File: src/rtl/fetch_unit.sv
// -----------------------------------------------------------------------------
// fetch_unit
//
// Instruction fetch stage. Holds the program counter, issues one word read at a
// time to instruction memory over a req/ack handshake, buffers returned
// instructions together with their PCs in a small queue, and presents the queue
// head to decode over valid/ready. A redirect from the control path flushes the
// queue and restarts fetch at the (word-aligned) target; a request already in
// flight when the redirect arrives is allowed to complete and its data dropped.
//
// Ports
//   clk              clock, all state on the rising edge
//   rst_n            asynchronous active-low reset
//   imem_req         read request, held until acked
//   imem_addr        word address of the request, stable while imem_req is high
//   imem_ack         one-cycle pulse, imem_rdata valid in that cycle
//   imem_rdata       returned instruction
//   redirect_valid   taken branch/jump: discard the current path
//   redirect_target  new PC (bits [1:0] ignored)
//   instr_valid      queue head valid
//   instr_ready      decode accepts the head this cycle
//   instr            queue head instruction
//   instr_pc         PC of the queue head
// -----------------------------------------------------------------------------
module fetch_unit #(
  parameter int                       ADDRESS_WIDTH = 32,
  parameter int                       DATA_WIDTH    = 32,
  parameter int                       DEPTH         = 2,
  parameter logic [ADDRESS_WIDTH-1:0] RESET_PC      = '0
) (
  input  logic                     clk,
  input  logic                     rst_n,
  output logic                     imem_req,
  output logic [ADDRESS_WIDTH-1:0] imem_addr,
  input  logic                     imem_ack,
  input  logic [DATA_WIDTH-1:0]    imem_rdata,
  input  logic                     redirect_valid,
  input  logic [ADDRESS_WIDTH-1:0] redirect_target,
  output logic                     instr_valid,
  input  logic                     instr_ready,
  output logic [DATA_WIDTH-1:0]    instr,
  output logic [ADDRESS_WIDTH-1:0] instr_pc
);

  localparam int PTR_W = $clog2(DEPTH);
  localparam int CNT_W = PTR_W + 1;

  // IDLE: nothing outstanding. REQ: outstanding, data kept.
  // DROP: outstanding, data belongs to a flushed path and is discarded.
  typedef enum logic [1:0] {
    IDLE = 2'd0,
    REQ  = 2'd1,
    DROP = 2'd2
  } state_e;

  state_e                    state_q, state_d;
  logic [ADDRESS_WIDTH-1:0]  fetch_pc_q, fetch_pc_d;
  logic [ADDRESS_WIDTH-1:0]  addr_q, addr_d;
  logic [CNT_W-1:0]          count_q, count_d;
  logic [PTR_W-1:0]          wr_ptr_q, wr_ptr_d;
  logic [PTR_W-1:0]          rd_ptr_q, rd_ptr_d;

  logic [ADDRESS_WIDTH-1:0]  pc_mem_q   [DEPTH];
  logic [DATA_WIDTH-1:0]     data_mem_q [DEPTH];

  logic                      queue_valid;
  logic                      push;
  logic                      pop;
  logic                      can_issue;
  logic [ADDRESS_WIDTH-1:0]  target_aligned;
  logic [ADDRESS_WIDTH-1:0]  pc_plus4;

  assign queue_valid    = (count_q != '0);
  assign target_aligned = redirect_target & ~(ADDRESS_WIDTH'(3));
  assign pc_plus4       = fetch_pc_q + ADDRESS_WIDTH'(4);

  // A redirect cancels any push or pop happening in the same cycle.
  assign push = (state_q == REQ) && imem_ack && !redirect_valid;
  assign pop  = queue_valid && instr_ready && !redirect_valid;

  // Queue occupancy and pointers.
  always_comb begin
    count_d  = count_q;
    wr_ptr_d = wr_ptr_q;
    rd_ptr_d = rd_ptr_q;
    if (redirect_valid) begin
      count_d  = '0;
      wr_ptr_d = '0;
      rd_ptr_d = '0;
    end else begin
      count_d = count_q + CNT_W'(push) - CNT_W'(pop);
      if (push) wr_ptr_d = wr_ptr_q + PTR_W'(1);
      if (pop)  rd_ptr_d = rd_ptr_q + PTR_W'(1);
    end
  end

  // Issue only if the queue will still have room once this cycle's push/pop
  // land, so every outstanding request is guaranteed a slot on return.
  assign can_issue = (count_d < CNT_W'(DEPTH));

  // State register.
  always_ff @(posedge clk or negedge rst_n) begin
    if (!rst_n) begin
      state_q    <= IDLE;
      fetch_pc_q <= RESET_PC;
      addr_q     <= RESET_PC;
      count_q    <= '0;
      wr_ptr_q   <= '0;
      rd_ptr_q   <= '0;
    end else begin
      state_q    <= state_d;
      fetch_pc_q <= fetch_pc_d;
      addr_q     <= addr_d;
      count_q    <= count_d;
      wr_ptr_q   <= wr_ptr_d;
      rd_ptr_q   <= rd_ptr_d;
    end
  end

  // Next-state and fetch PC.
  always_comb begin
    state_d    = state_q;
    fetch_pc_d = fetch_pc_q;
    unique case (state_q)
      IDLE: begin
        // A late ack seen here belongs to nothing and is ignored.
        if (redirect_valid) begin
          fetch_pc_d = target_aligned;
          state_d    = REQ;
        end else if (can_issue) begin
          state_d = REQ;
        end
      end
      REQ: begin
        if (redirect_valid) begin
          fetch_pc_d = target_aligned;
          // Memory cannot cancel a request: without the ack we must wait it out.
          state_d    = imem_ack ? REQ : DROP;
        end else if (imem_ack) begin
          fetch_pc_d = pc_plus4;
          state_d    = can_issue ? REQ : IDLE;
        end
      end
      DROP: begin
        if (redirect_valid) fetch_pc_d = target_aligned;
        if (imem_ack)       state_d    = REQ;
      end
      default: state_d = IDLE;
    endcase
    // While draining a stale request the address must not move; otherwise the
    // request address simply follows the fetch PC.
    addr_d = (state_d == DROP) ? addr_q : fetch_pc_d;
  end

  // Outputs, all from registered state.
  always_comb begin
    imem_req    = (state_q != IDLE);
    imem_addr   = addr_q;
    instr_valid = queue_valid;
    instr       = queue_valid ? data_mem_q[rd_ptr_q] : '0;
    instr_pc    = queue_valid ? pc_mem_q[rd_ptr_q]   : '0;
  end

  // Queue storage; contents are only observed through the valid-gated outputs,
  // so the entries themselves need no reset.
  genvar gi;
  generate
    for (gi = 0; gi < DEPTH; gi++) begin : g_entry
      always_ff @(posedge clk) begin
        if (push && (wr_ptr_q == PTR_W'(gi))) begin
          pc_mem_q[gi]   <= fetch_pc_q;
          data_mem_q[gi] <= imem_rdata;
        end
      end
    end
  endgenerate

endmodule

File: config.mk
export PLATFORM = sky130hd
export DESIGN_NAME = fetch_unit
export DESIGN_NICKNAME = d
export VERILOG_FILES = /design/src/rtl/fetch_unit.sv
export SDC_FILE = /design/constraint.sdc
export NUM_CORES = 1
export LEC_CHECK = 0
export ABC_CLOCK_PERIOD_IN_PS = 12140
export BUFFER_PORTS_ARGS = -buffer_cell sky130_fd_sc_hd__buf_2
export CORE_MARGIN = 2
export CORE_UTILIZATION = 60
export DETAILED_ROUTE_END_ITERATION = 16
export PLACE_DENSITY = 0.85
export SYNTH_ARGS = -nofsm -noshare
export SYNTH_HDL_FRONTEND = slang
export SYNTH_SLANG_ARGS = --single-unit
export TNS_END_PERCENT = 100
File: constraint.sdc
create_clock -name clk -period 12.14 [get_ports clk]
set_input_delay 1.214 -clock clk [delete_from_list [all_inputs] [get_ports clk]]
set_output_delay 1.214 -clock clk [all_outputs]
set_load 0.02 [all_outputs]
### Word level (Yosys, flattened, before mapping)

Memory sizes are Yosys's and may differ from the RTL's.
Cells that the tools add are included.

* register bits after elaboration: 70
* memory bits (writable): 128
* input bits: 69
* output and inout bits: 98
* word-level logic and storage cells: 62
* memories kept: 2

Memory list
* data_mem_q: depth 2, width 32, read ports 1, clocked after Yosys merged registers in 0, wr ports 1, line 64 `logic [DATA_WIDTH-1:0] data_mem_q [DEPTH];`
* pc_mem_q: depth 2, width 32, read ports 1, clocked after Yosys merged registers in 0, wr ports 1, line 63 `logic [ADDRESS_WIDTH-1:0] pc_mem_q [DEPTH];`

* $add $sub $neg: 5
* magnitude comparators: 1
* eq/ne operators: 3
* multiplexer cells: 29
* bitwise operators: 1
* reduce and logical (&&, ||, !) cells: 15

Operators with widths (number)
* two-way mux 32 bit: 7
* case mux 32 bit (2 select lines): 1
* OR reduction 32 bit: 2
* adder 32 x 3 -> 32 bit (second input constant): 1
* two-way mux 2 bit: 7
* two-way mux 1 bit: 13
* nonzero test 2 bit: 4
* logical AND 1 bit: 6
* case mux 2 bit (3 select lines): 1
* == test 2 bit (second input constant): 2
* adder 1 bit (second input constant): 2
* adder 2 x 1 -> 2 bit: 1
* == test 2 x 1 -> 1 bit (second input constant): 1
* zero test 2 bit: 1
* < comparator 2 bit (second input constant): 1
* OR reduction 2 bit: 1
* subtractor 2 x 1 -> 2 bit: 1
* zero test 1 bit: 1
* NOT 1 bit: 1

### Depth between registers and ports, before layout

Gate-level depths: netlist of run 1.

* depth after elaboration: 12
* mapped depth: 14
* gate-level depth less buffers: 12

### Worst setup path after synthesis of run 1

No wires, ideal clock.

* kind: input to register
* start: input imem_ack
* end: memory data_mem_q[0][0] (enable)
* setup time: 486 ps
* arrival: 4548 ps
* required time: 11654 ps
* path slack: 7106 ps
* cell stages on the path: 4
* path buffers: 2
* cell sequence: clkbuf_1 > buf_1 > nand2_1 > nor2_1

* longest elaborated chain between the ends: 7
* elaborated cells between the ends (all ways): 11
* those cells by class: 6 x mux; 5 x reduce/logical

RTL lines
* start, declared: line 35 `input logic imem_ack,`
* logical AND 1 bit (*) (2 in series): line 78 `assign push = (state_q == REQ) && imem_ack && !redirect_valid;`
* logical AND 1 bit: line 170 `if (push && (wr_ptr_q == PTR_W'(gi))) begin`
* two-way mux 1 bit: line 170
* two-way mux 1 bit (implied by the code): line 172 `data_mem_q[gi] <= imem_rdata;`
* OR reduction 32 bit (no line)
* two-way mux 1 bit (no line)
* end, declared: line 64

Every way passes the cells marked *; elsewhere a longest branch is shown, timed or not.

### Worst setup path in the final report of run 1

* start: input redirect_valid
* end: memory pc_mem_q[0][2] (enable)

* longest elaborated chain between the ends: 7
* elaborated cells between the ends (all ways): 11
* those cells by class: 6 x mux; 5 x reduce/logical

RTL lines
* start, declared: line 37 `input logic redirect_valid,`
* zero test 1 bit (*): line 78
* logical AND 1 bit (*): line 78
* logical AND 1 bit: line 170
* two-way mux 1 bit: line 170
* two-way mux 1 bit (implied by the code): line 171 `pc_mem_q[gi] <= fetch_pc_q;`
* OR reduction 32 bit (no line)
* two-way mux 1 bit (no line)
* end, declared: line 63

Marks and branches as above.

==> results of run 1 <==
cell families after synthesis:
family                     after synthesis  synth area share (%)
adders and majority gates                3                 0.420
xor gates and xnor gates                 6                 0.587
AOI/OAI and AO/OA                      100                  7.54
and+or+nand+nor                        246                  14.0
muxes                                  106                  12.3
buffers and inverters                   57                  2.56
DFF                                    198                  62.5
metrics by stage:
| stage | utilization [%] | instance area (um^2) | hold WS, ns | cells | power, W |
|---|---|---|---|---|---|
| final | 72.3 | 10500 | 0.477 | 1057 | 0.00239 |
| after global routing | 72.3 | 10500 | 0.493 | 1057 | 0.00251 |
| after CTS | 72.3 | 10500 | 0.482 | 1057 | 0.00240 |
| after detailed placement | 68.1 | 9900 | 0.463 | 1025 | 0.00183 |
| after global placement | 68.1 | 9900 | 0.449 | 1025 | 0.00179 |
| after floorplan | - | 8950 | 0.434 | 716 | 0.00156 |
flip-flops by register name, indices dropped and copies added, names as in the netlist:
name / cells
wr_ptr_q: 1
count_q: 2
pc_mem_q: 64
fetch_pc_q: 32
data_mem_q: 64
state_q: 2
rd_ptr_q: 1
imem_addr: 32
cell usage after synthesis, types with 2 or more instances:
cell type,n
and4_1,6
ha_1,3
a21oi_1,30
o221ai_1,9
and2_1,3
a311oi_1,9
a22oi_1,2
dfrtp_1,70
nand3b_1,2
nand2b_1,7
o32ai_1,6
clkbuf_1,22
buf_2,12
o31ai_1,5
a31oi_1,4
nor4_1,4
nand4_2,2
nor3_1,33
or3_1,2
mux2_1,2
o21a_1,4
nand4_1,8
buf_1,13
xnor2_1,3
inv_1,10
or3b_2,8
o22ai_1,10
or2_2,3
nor2b_1,6
nor4_2,2
a211oi_1,3
xor2_1,3
nand2_1,32
mux2i_1,72
nor2_1,99
o21ai_0,9
nand3_1,16
edfxtp_1,128
and3_1,7
mux2_2,32
layer usage:
layer	vias up	track usage, %	part of all wire [%]
li1	2980	-	-
met1	3124	36.1	42
met2	389	40.9	47
met3	67	4.93	8.1
met4	0	10.4	3.1
met5	-	0	0
final cells by class:
| class | instances | area share (%) |
|---|---|---|
| repair buffers | 172 | 8.39 |
| multi-input cells | 461 | 30.0 |
| clock buffers | 17 | 4.05 |
| inverters | 10 | 0.357 |
| well taps | 184 | 2.19 |
| flip-flops and latches | 198 | 53.3 |
| clock inverters | 15 | 1.72 |
worst reg2reg max path, cell delays in order (launching register included):
cell and delay, ns:
dfrtp_1 0.32, buf_4 0.36, nor3b_2 0.77, nand2_1 0.25, nor2_4 0.74, buf_4 0.57
path summary, 6_finish.rpt:
path                                start  slack (ns)             end
min in group asynchronous           rst_n        0.98   imem_addr[23]
hold reg to reg             fetch_pc_q[0]        0.48  pc_mem_q[1][0]
setup reg to reg               state_q[0]        8.75  pc_mem_q[0][2]
setup / recovery           redirect_valid        8.25  pc_mem_q[0][2]
max in group asynchronous           rst_n       10.44        rd_ptr_q
hold / removal              fetch_pc_q[0]        0.48  pc_mem_q[1][0]
where the power goes:
part           total, W  internal [W]  switching [W]
Clock          0.000566      0.000325       0.000241
Combinational  0.000767      0.000287       0.000480
Sequential      0.00106      0.000888       0.000173
==> summary.txt, run 1 <==
Critical path
  • Max incr delay on CP: ~0.74 ns
  • WP data arrival: between 3 and 4 ns
  • Worst Path Class, Setup: input port to flip-flop
  • CP Capture Type: flip-flop
  • Top Family by Delay on Critical Path: simple AND/OR/NAND/NOR gates
  • Reg2reg path depth: 5
  • Worst path depth: 6
  • Data required time of the critical path: between 10 and 15 ns
  • Worst Path Buf+Inv: 3
  • Most used cell, CP: buf_4
  • Worst-path maximum fanout: 61
  • CP cell instances: buf_2, buf_4, nor3b_2, nand2_1, nor2_4, buf_4
  • CP max stage cell: nor3b_2
  • Type of origin of the critical path: input port

Status
  • Status: finished, final reports clean

Synth
  • Synthesized area: a little under 9000 um^2
  • Synthesized net count: 788
  • Post-synth ARST share: 35.4%
  • Post-Synthesis Cells: approximately 720
  • YS warnings: 0
  • Synth Area per Inst: between 10 and 15 um^2
  • Post-synth EDFFs: around 130
  • Register bit total from synthesis: a little under 200
  • Synth Flop Type: edfxtp_1
  • Cell type with the largest total area after synthesis: edfxtp_1
  • Netlist cell types: 55
  • Sequential share of the synthesized area: between 60% and 70%
  • Post-synth top area share: between 40 and 50%
  • Synth area leaders: edfxtp_1 43%, dfrtp_1 20%, mux2i_1 8.1%, nor2_1 4.2%, mux2_2 4.0%

Global route
  • Congestion Overflow GR: 0
  • Global-route usage over all layers: about a quarter
  • Pin count of the biggest net entering global routing: 71
  • First-pass GRT wire length: roughly 33000 um
  • Initial antenna violation count: 0
  • Number of global-route vias before repair: ~6300

Drt
  • Routed len/inst: approximately 19 um
  • Initial DRT Pass Iterations: 5
  • Starting DRC count in detailed routing: ~900
  • DRC: 0
  • ANT nets after route: 0
  • Vias per cell: 6.21
  • Detailed Route WL: 20500 um
  • Routed vias: around 6600

Final layout
  • Commonest non-fill, non-tap cell in the layout: buf_2
  • Commonest cells after routing, fill and taps aside: 164 x buf_2, 128 x edfxtp_1, 97 x nor2_1
  • FILL cells: between 1000 and 1500
  • Layout area overhead: 17.4%
  • Register area: between 5000 and 6000 um^2
  • Share of post-route cells with drive strength above 1: between 20% and 30%
  • Nets: slightly above 900
  • Area of the multi-input gates: between 3000 and 4000 um^2
  • Ant diodes: 0

Power and ir drop
  • PwrDens: about 230 nW/um^2
  • Pleak: slightly above 4 nW
  • VDD IR max: 0.123 mV

Place
  • HPWL after detailed placement: roughly 13000 um
  • Worst slack, placed: 7.85 ns
  • RePlAce Congestion: 0.913
  • PortBufs: 164

Floorplanning
  • Die area: ~16000 um^2
  • Initial Util: roughly 60%
  • I/O pins: 167
  • Core footprint: between 10000 and 15000 um^2
  • Height of the die: 126 um
  • Width of the die: 126 um
  • Row count: 44

Timing
  • Worst-Margin Slew: 1.20 ns
  • Hold Fails Final Rpt: 0
  • Final min period: 3.89 ns
  • Normalized max-slew margin: about a fifth
  • Setup violators final: 0
  • Setup WS post-layout: approximately 8.2 ns
  • Fin crit share: 32.0%
  • RSZ-0062 raised after global routing: false
  • F_max: roughly 0.26 GHz
  • Fin. max-slew vios: 0
  • Layout Skew: approximately 0.008 ns
  • Setup TNS: 0 ns

Hold path
  • WHS Path Cells: 0
  • Hold WC Path Type: flip-flop to flip-flop

CTS
  • H-tree lvl count: 4
  • Post-CTS Hold Fix Bufs: 0
  • Reg clk slew, reported paths: about 0.060 ns
  • Bufs on Longest Clock Path: 2
  • PostCTS Resize Cnt: 0
  • CTS buffer count: 17
  • Buffer count from post-CTS setup fixing: 0
  • CTS root buffer: clkbuf_16
  • Worst skew pair latency: 0.43 ns
  • Clk sink count: 198
  • TritonCTS clock tree: done

Run
  • Max cap viols: 0
No activity file was read; power rests on OpenSTA's default activity.
==> run 2, diff against run 1 <==
ABC_AREA = 1   (was unset)
ABC_CLOCK_PERIOD_IN_PS = 3400   (was 12140)
CORE_UTILIZATION = 50   (was 60)
PLACE_DENSITY = 0.76   (was 0.85)
clock period = 3.4 ns   (was 12.14 ns; I/O delays follow)
==> run 2 against run 1 <==
- via count up 6.2%
- die area up 19%
- area after synthesis down 0.63%
- synthesized cell count up 29%
- final cell count up 25%
- final area up 0.36%
- non-clock buffer count up 8
- critical path type is now flip-flop to flip-flop
- critical endpoint is now state_q[0]
==> summary.txt, run 2 <==
CTS
  • TritonCTS clock tree: done (unchanged)
  • H-tree lvl count: 4 (unchanged)
  • Reg clk slew, reported paths: 0.07 ns (was 0.06 ns)
  • CTS root buffer: clkbuf_16 (unchanged)
  • CTS buffer count: 17 (unchanged)
  • Post-CTS Hold Fix Bufs: 0 (unchanged)
  • PostCTS Resize Cnt: 0 (unchanged)
  • Buffer count from post-CTS setup fixing: 0 (unchanged)
  • Bufs on Longest Clock Path: 2 (unchanged)
  • Clk sink count: 198 (unchanged)
  • Worst skew pair latency: 0.42 ns (was 0.43 ns)

Synth
  • Post-synth ARST share: 35.4% (unchanged)
  • Post-Synthesis Cells: 921 (was 716)
  • Synthesized net count: 993 (was 788)
  • Synth Flop Type: edfxtp_1 (unchanged)
  • Synth Area per Inst: 9.65 um^2 (was 12.5 um^2)
  • YS warnings: 0 (unchanged)
  • Synthesized area: 8890 um^2 (was 8950 um^2)
  • Cell type with the largest total area after synthesis: edfxtp_1 (unchanged)
  • Synth area leaders: edfxtp_1 43%, dfrtp_1 20%, nand2_1 14%, a21oi_1 4.1%, nand3_1 2.7% (was edfxtp_1 43%, dfrtp_1 20%, mux2i_1 8.1%, nor2_1 4.2%, mux2_2 4.0%)
  • Sequential share of the synthesized area: 62.9% (was 62.5%)
  • Netlist cell types: 39 (was 55)
  • Register bit total from synthesis: 198 (unchanged)
  • Post-synth EDFFs: 128 (unchanged)
  • Post-synth top area share: 43.2% (was 43.0%)
  • Top-count cell post-synth: nand2_1 (was edfxtp_1)
  • Most common library cells after synthesis: 322 x nand2_1, 128 x edfxtp_1, 73 x a21oi_1, 70 x dfrtp_1, 62 x nor2_1 (was 128 x edfxtp_1, 99 x nor2_1, 72 x mux2i_1, 70 x dfrtp_1, 33 x nor3_1)

Final layout
  • FILL cells: 1463 (was 1003)
  • Largest regs: data_mem_q (64), pc_mem_q (64) (unchanged)
  • Commonest cells after routing, fill and taps aside: 322 x nand2_1, 164 x buf_2, 128 x edfxtp_1 (was 164 x buf_2, 128 x edfxtp_1, 97 x nor2_1)
  • Ant diodes: 0 (unchanged)
  • Nets: 1152 (was 932)
  • Register area: 5600 um^2 (about the same)
  • Commonest non-fill, non-tap cell in the layout: nand2_1 (was buf_2)
  • Share of post-route cells with drive strength above 1: 23.4% (was 29.6%)
  • Area of the multi-input gates: 2900 um^2 (was 3150 um^2)
  • Layout area overhead: 18.6% (was 17.4%)

Drt
  • Vias per cell: 5.28 (was 6.21)
  • Initial DRT Pass Iterations: 5 (unchanged)
  • DRC: 0 (unchanged)
  • Top Layer Used: met4 (unchanged)
  • Routed len/inst: 15.9 um (was 19.4 um)
  • DR WL met3: 1510 um (was 1650 um)
  • ANT nets after route: 0 (unchanged)
  • Wl on met1: 9200 um (was 8580 um)
  • Routed vias: 6964 (was 6560)
  • Starting DRC count in detailed routing: 565 (was 881)
  • Detailed Route WL: 20900 um (was 20500 um)
  • Met2 wire length: 9830 um (was 9590 um)

Hold path
  • Hold WC Path Type: input port to async pin (was flip-flop to flip-flop)

Floorplanning
  • Initial Util: 51.2% (was 61.6%)
  • Width of the die: 137 um (was 126 um)
  • Core footprint: 17400 um^2 (was 14500 um^2)
  • Row count: 48 (was 44)
  • I/O pins: 167 (unchanged)
  • Die area: 18900 um^2 (was 15900 um^2)
  • Height of the die: 137 um (was 126 um)

Status
  • Status: finished, final reports clean (unchanged)

Timing
  • RSZ-0062 raised after global routing: false (unchanged)
  • Final min period: 2.34 ns
  • F_max: roughly 0.43 GHz
  • Fin. max-slew vios: 0 (unchanged)
  • Hold Fails Final Rpt: 0 (unchanged)
  • Fin crit share: about 70%
  • Layout Skew: 0.0110 ns (was 0.00789 ns)
  • Worst-Margin Slew: 0.944 ns (was 1.20 ns)
  • Setup violators final: 0 (unchanged)
  • Normalized max-slew margin: 37.1% (was 19.8%)
  • Setup TNS: 0 ns (unchanged)
  • Hold slack: 0.0633 ns (was 0.477 ns)

Critical path
  • CP max stage cell: dfrtp_1 (was nor3b_2)
  • Data required time of the critical path: 3.70 ns (was 12.21 ns)
  • Most used cell, CP: nand2_1 (was buf_4)
  • CP cell instances: inv_4, nor2_2, inv_2, nor2_2, nand2_1, ha_1, inv_1, ha_1, nand2_1, nand2_1, nor2_1, nand2_1, nand2_1, o221ai_1 (was buf_2, buf_4, nor3b_2, nand2_1, nor2_4, buf_4)
  • Max incr delay on CP: 0.39 ns (was 0.74 ns)
  • Critical R2R Launch: state_q[0] (unchanged)
  • CP Capture Type: flip-flop (unchanged)
  • Worst Path Class, Setup: flip-flop to flip-flop (was input port to flip-flop)
  • Crit path launch: state_q[0] (was redirect_valid)
  • WP data arrival: 2.64 ns (was 3.96 ns)
  • Worst-path maximum fanout: 11 (was 61)
  • Type of origin of the critical path: flip-flop (was input port)

Place
  • RePlAce Congestion: 0.821 (was 0.913)
  • PortBufs: 164 (unchanged)
  • HPWL after detailed placement: 13900 um (was 13400 um)

Global route
  • Pin count of the biggest net entering global routing: 65 (was 71)
  • Initial antenna violation count: 0 (unchanged)
  • First-pass GRT wire length: 32400 um (was 32600 um)
  • Congestion Overflow GR: 0 (unchanged)
  • Number of global-route vias before repair: 6430 (was 6340)
  • Global-route usage over all layers: 22.5% (was 25.9%)

Power and ir drop
  • Pleak: 4.67 nW (was 4.12 nW)
  • PwrDens: 812 nW/um^2 (was 228 nW/um^2)
  • VDD IR max: 0.520 mV (was 0.123 mV)

Run
  • Max cap viols: 0 (unchanged)
[run 2: final cells by class]
cell class | instances | area share [%]
sequential | 198 | 53.1
multi-input combinational | 617 | 27.5
timing repair buffer | 180 | 9.04
clock buffer | 18 | 4.07
tap | 225 | 2.67
inverter | 66 | 2.37
clock inverter | 14 | 1.27
[run 2: routing by layer]
| layer | global-route usage (%) | vias up |
|---|---|---|
| met2 | 36.2 | 263 |
| met4 | 6.93 | 0 |
| met3 | 5.37 | 29 |
| met1 | 30.4 | 3288 |
| met5 | 0 | - |
| li1 | - | 3384 |
[run 2: where the power goes]
part / internal (W) / switching [W]
Sequential: 0.00318 / 0.000492
Clock: 0.00108 / 0.000862
Combinational: 0.000881 / 0.00207
[run 2: worst max-delay path: cells and delay by family (launching register included)]
kind | cells | cell delay (ns)
buffers and inverters | 3 | 0.27
DFF | 1 | 0.39
adders and majority gates | 2 | 0.49
and+or+nand+nor | 8 | 0.95
AOI/OAI and AO/OA | 1 | 0.10
[run 2: worst paths after layout]
kind | to | depth (start not counted) | slack (ns)
setup / recovery | state_q[0] | 14 | 1.06
hold / removal | imem_addr[27] | 1 | 0.06
setup reg to reg | state_q[0] | 14 | 1.06
hold reg to reg | imem_addr[27] | 2 | 0.48
max in group asynchronous | imem_addr[2] | 2 | 2.53
min in group clk | data_mem_q[1][25] | 1 | 0.11
[run 2: stage by stage]
stage	instance area [um^2]	worst slack, ns	utilization, %	total power [W]	std cells
floorplan	8900	0.375	-	0.00562	921
global placement	9980	1.15	57.5	0.00657	1286
detailed placement	9980	1.09	57.5	0.00664	1286
CTS	10500	1.06	60.7	0.00859	1318
global route	10500	0.850	60.7	0.00907	1318
finish	10500	1.06	60.7	0.00856	1318
[run 2: kinds of logic after synthesis]
family / count (synthesis) / share of synthesized area (%)
flip-flops: 198 / 62.9
buffers and inverters: 106 / 4.78
AND/OR/NAND/NOR: 484 / 23.5
adder cells (fa/ha/maj): 3 / 0.422
AO/OA/AOI/OAI: 124 / 7.75
XOR/XNOR: 6 / 0.591
==> run 3, diff against run 2 <==
ABC_CLOCK_PERIOD_IN_PS = 2200   (was 3400)
CORE_UTILIZATION = 56   (was 50)
PLACE_DENSITY = 0.8   (was 0.76)
clock period = 2.2 ns   (was 3.4 ns; I/O delays follow)
==> run 3 against run 2 <==
- worst setup slack got worse by 0.95 ns
- combinational power rose by 61%
- non-clock buffer count rose by 39
- sequential share of layout area fell by 2.3 points
- count of clock-buffer cells in the layout did not move
- critical path type is now flip-flop to output port
==> summary.txt, run 3 (synthesized netlist as in run 2, its figures left out) <==
Timing
  • Hold Fails Final Rpt: 0 (unchanged)
  • Setup WS post-layout: 0.101 ns (was 1.06 ns)
  • Setup violators final: 0 (unchanged)
  • Worst-Margin Slew: 0.659 ns (was 0.944 ns)
  • F_max: roughly 0.48 GHz
  • Final min period: ~2.1 ns
  • RSZ-0062 raised after global routing: false (unchanged)
  • Layout Skew: 0.0110 ns (about the same)
  • Fin crit share: between 90% and 100%
  • Fin. max-slew vios: 0 (unchanged)
  • Normalized max-slew margin: 56.1% (was 37.1%)

Hold path
  • Hold EP: fetch_pc_q[9]
  • Hold WC Path Type: input port to flip-flop (was input port to async pin)
  • Hold_sp: redirect_target[9]
  • WHS Path Cells: 3

Drt
  • Routed vias: 7244 (was 6964)
  • Detailed Route WL: 22100 um (was 20900 um)
  • Initial DRT Pass Iterations: 6 (was 5)
  • Vias per cell: 5.37 (was 5.28)
  • Starting DRC count in detailed routing: 578 (was 565)
  • DRC: 0 (unchanged)
  • ANT nets after route: 0 (unchanged)
  • Routed len/inst: 16.4 um (was 15.9 um)

Final layout
  • Share of post-route cells with drive strength above 1: 23.6% (was 23.4%)
  • Largest regs: data_mem_q (64), pc_mem_q (64) (unchanged)
  • Commonest non-fill, non-tap cell in the layout: nand2_1 (unchanged)
  • Layout Utilization: 70.1% (was 60.7%)
  • Ant diodes: 0 (unchanged)
  • Nets: 1191 (was 1152)
  • Commonest cells after routing, fill and taps aside: 321 x nand2_1, 164 x buf_2, 128 x edfxtp_1 (was 322 x nand2_1, 164 x buf_2, 128 x edfxtp_1)
  • Layout area overhead: 24.0% (was 18.6%)
  • FILL cells: 1148 (was 1463)

Critical path
  • Data required time of the critical path: 1.98 ns (was 3.70 ns)
  • R2R setup slack: 0.22 ns (was 1.06 ns)
  • Crit path launch: rd_ptr_q (was state_q[0])
  • WP data arrival: 1.88 ns (was 2.64 ns)
  • Worst-path maximum fanout: 47 (was 11)
  • Type of origin of the critical path: flip-flop (unchanged)
  • Critical R2R Launch: state_q[0] (unchanged)
  • Reg2reg end: state_q[0] (unchanged)
  • CP Capture Type: output port (was flip-flop)
  • Worst Path Class, Setup: flip-flop to output port (was flip-flop to flip-flop)
  • Worst Path Buf+Inv: 2 (was 3)
  • CP cell instances: buf_12, nand2_1, a21oi_1, buf_2 (was inv_4, nor2_2, inv_2, nor2_2, nand2_1, ha_1, inv_1, ha_1, nand2_1, nand2_1, nor2_1, nand2_1, nand2_1, o221ai_1)
  • Max incr delay on CP: 0.61 ns (was 0.39 ns)
  • Reg2reg path depth: 14 (unchanged)
  • CP max stage cell: dfrtp_2 (was dfrtp_1)
  • Top Family by Delay on Critical Path: flip-flops (was simple AND/OR/NAND/NOR gates)

Power and ir drop
  • PwrDens: 1230 nW/um^2 (was 812 nW/um^2)
  • Pleak: 4.86 nW (was 4.67 nW)
  • VDD IR max: 0.710 mV (was 0.520 mV)

Global route
  • Number of global-route vias before repair: 6842 (was 6430)
  • Congestion Overflow GR: 0 (unchanged)
  • Pin count of the biggest net entering global routing: 67 (was 65)
  • First-pass GRT wire length: 34400 um (was 32400 um)
  • Global-route usage over all layers: 26.5% (was 22.5%)
  • Initial antenna violation count: 0 (unchanged)

Floorplanning
  • Initial Util: 56.6% (was 51.2%)
  • Height of the die: 130 um (was 137 um)
  • Core footprint: 15700 um^2 (was 17400 um^2)
  • Row count: 46 (was 48)
  • Die area: 16900 um^2 (was 18900 um^2)
  • I/O pins: 167 (unchanged)
  • Width of the die: 130 um (was 137 um)

Status
  • Status: finished, final reports clean (unchanged)

CTS
  • CTS root buffer: clkbuf_16 (unchanged)
  • CTS buffer count: 17 (unchanged)
  • Bufs on Longest Clock Path: 2 (unchanged)
  • Buffer count from post-CTS setup fixing: 0 (unchanged)
  • TritonCTS clock tree: done (unchanged)
  • Clk sink count: 198 (unchanged)
  • H-tree lvl count: 4 (unchanged)
  • Reg clk slew, reported paths: 0.07 ns (about the same)
  • Worst skew pair latency: 0.44 ns (was 0.42 ns)

Run
  • Max cap viols: 0 (unchanged)

Place
  • RePlAce Congestion: 0.893 (was 0.821)
  • HPWL after detailed placement: 13900 um (about the same)
  • PortBufs: 164 (unchanged)
  • Worst slack, placed: 0.197 ns (was 1.09 ns)
run 3: changes by cell type in the layout (fill, tap and decap cells not counted), sizes merged:
cell	delta
buf	+5
clkbuf	+1
clkinv	-3
clkinvlp	+3
dlygate4sd3	+33
run 3: timing repair:
item / in CTS / in global routing
endpoints found under the hold margin: 134 / 0
resized for setup: 0 / 2
endpoints found under the setup margin: 0 / 60
hold buffers: 33 / 0
run 3: worst max-delay path by stage:
stage                        to  slack (ns)  depth (start not counted)
3_5_place_dp         state_q[0]        0.20                         14
6_report           instr_pc[22]        0.10                          4
3_3_place_gp         state_q[0]        0.26                         14
5_1_grt             instr_pc[1]       0.002                          5
4_1_cts            instr_pc[22]        0.01                          4
2_1_floorplan  data_mem_q[1][0]       -0.50                          6
run 3: layer usage:
metal / wire length (um) / share of wire, % / global-route usage [%]
met1: 9510 / 43 / 36.4
met3: 1790 / 8.1 / 5.70
met4: 542 / 2.4 / 10.1
met5: 0 / 0 / 0
met2: 10300 / 47 / 41.9
run 3: cell type report:
class | instances | area [um^2] | share of cell area (%)
clock buffers | 18 | 429 | 3.89
clock inverters | 14 | 149 | 1.35
inverters | 66 | 256 | 2.33
multi-input cells | 617 | 2910 | 26.4
flip-flops and latches | 198 | 5600 | 50.8
well taps | 216 | 270 | 2.45
repair buffers | 219 | 1410 | 12.8
run 3: worst reg2reg max path, cell delays in order, from the launching register on:
cell and delay (ns):
dfrtp_1 0.42, inv_6 0.09, nor2_4 0.10, inv_2 0.05, nor2_2 0.10, nand2_2 0.10, ha_1 0.28, inv_1 0.04
ha_1 0.19, nand2_1 0.08, nand2_1 0.06, nor2_2 0.13, nand2_1 0.06, nand2_1 0.06, o221ai_1 0.10
run 3: metrics by stage:
stage | power, W | setup TNS, ns | cells | cell area (um^2) | hold WS, ns
global route | 0.0143 | 0 | 1348 | 11000 | 0.0300
finish | 0.0135 | 0 | 1348 | 11000 | 0.0328
global placement | 0.0102 | 0 | 1282 | 10100 | 0.224
detailed placement | 0.0104 | 0 | 1282 | 10100 | 0.223
CTS | 0.0135 | 0 | 1347 | 11000 | 0.0178
floorplan | 0.00872 | -37.33 | 921 | 8940 | -0.0756
run 3: report_power, final:
part	internal, W	switching [W]
logic	0.00152	0.00325
clock network	0.00168	0.00137
registers	0.00491	0.000798
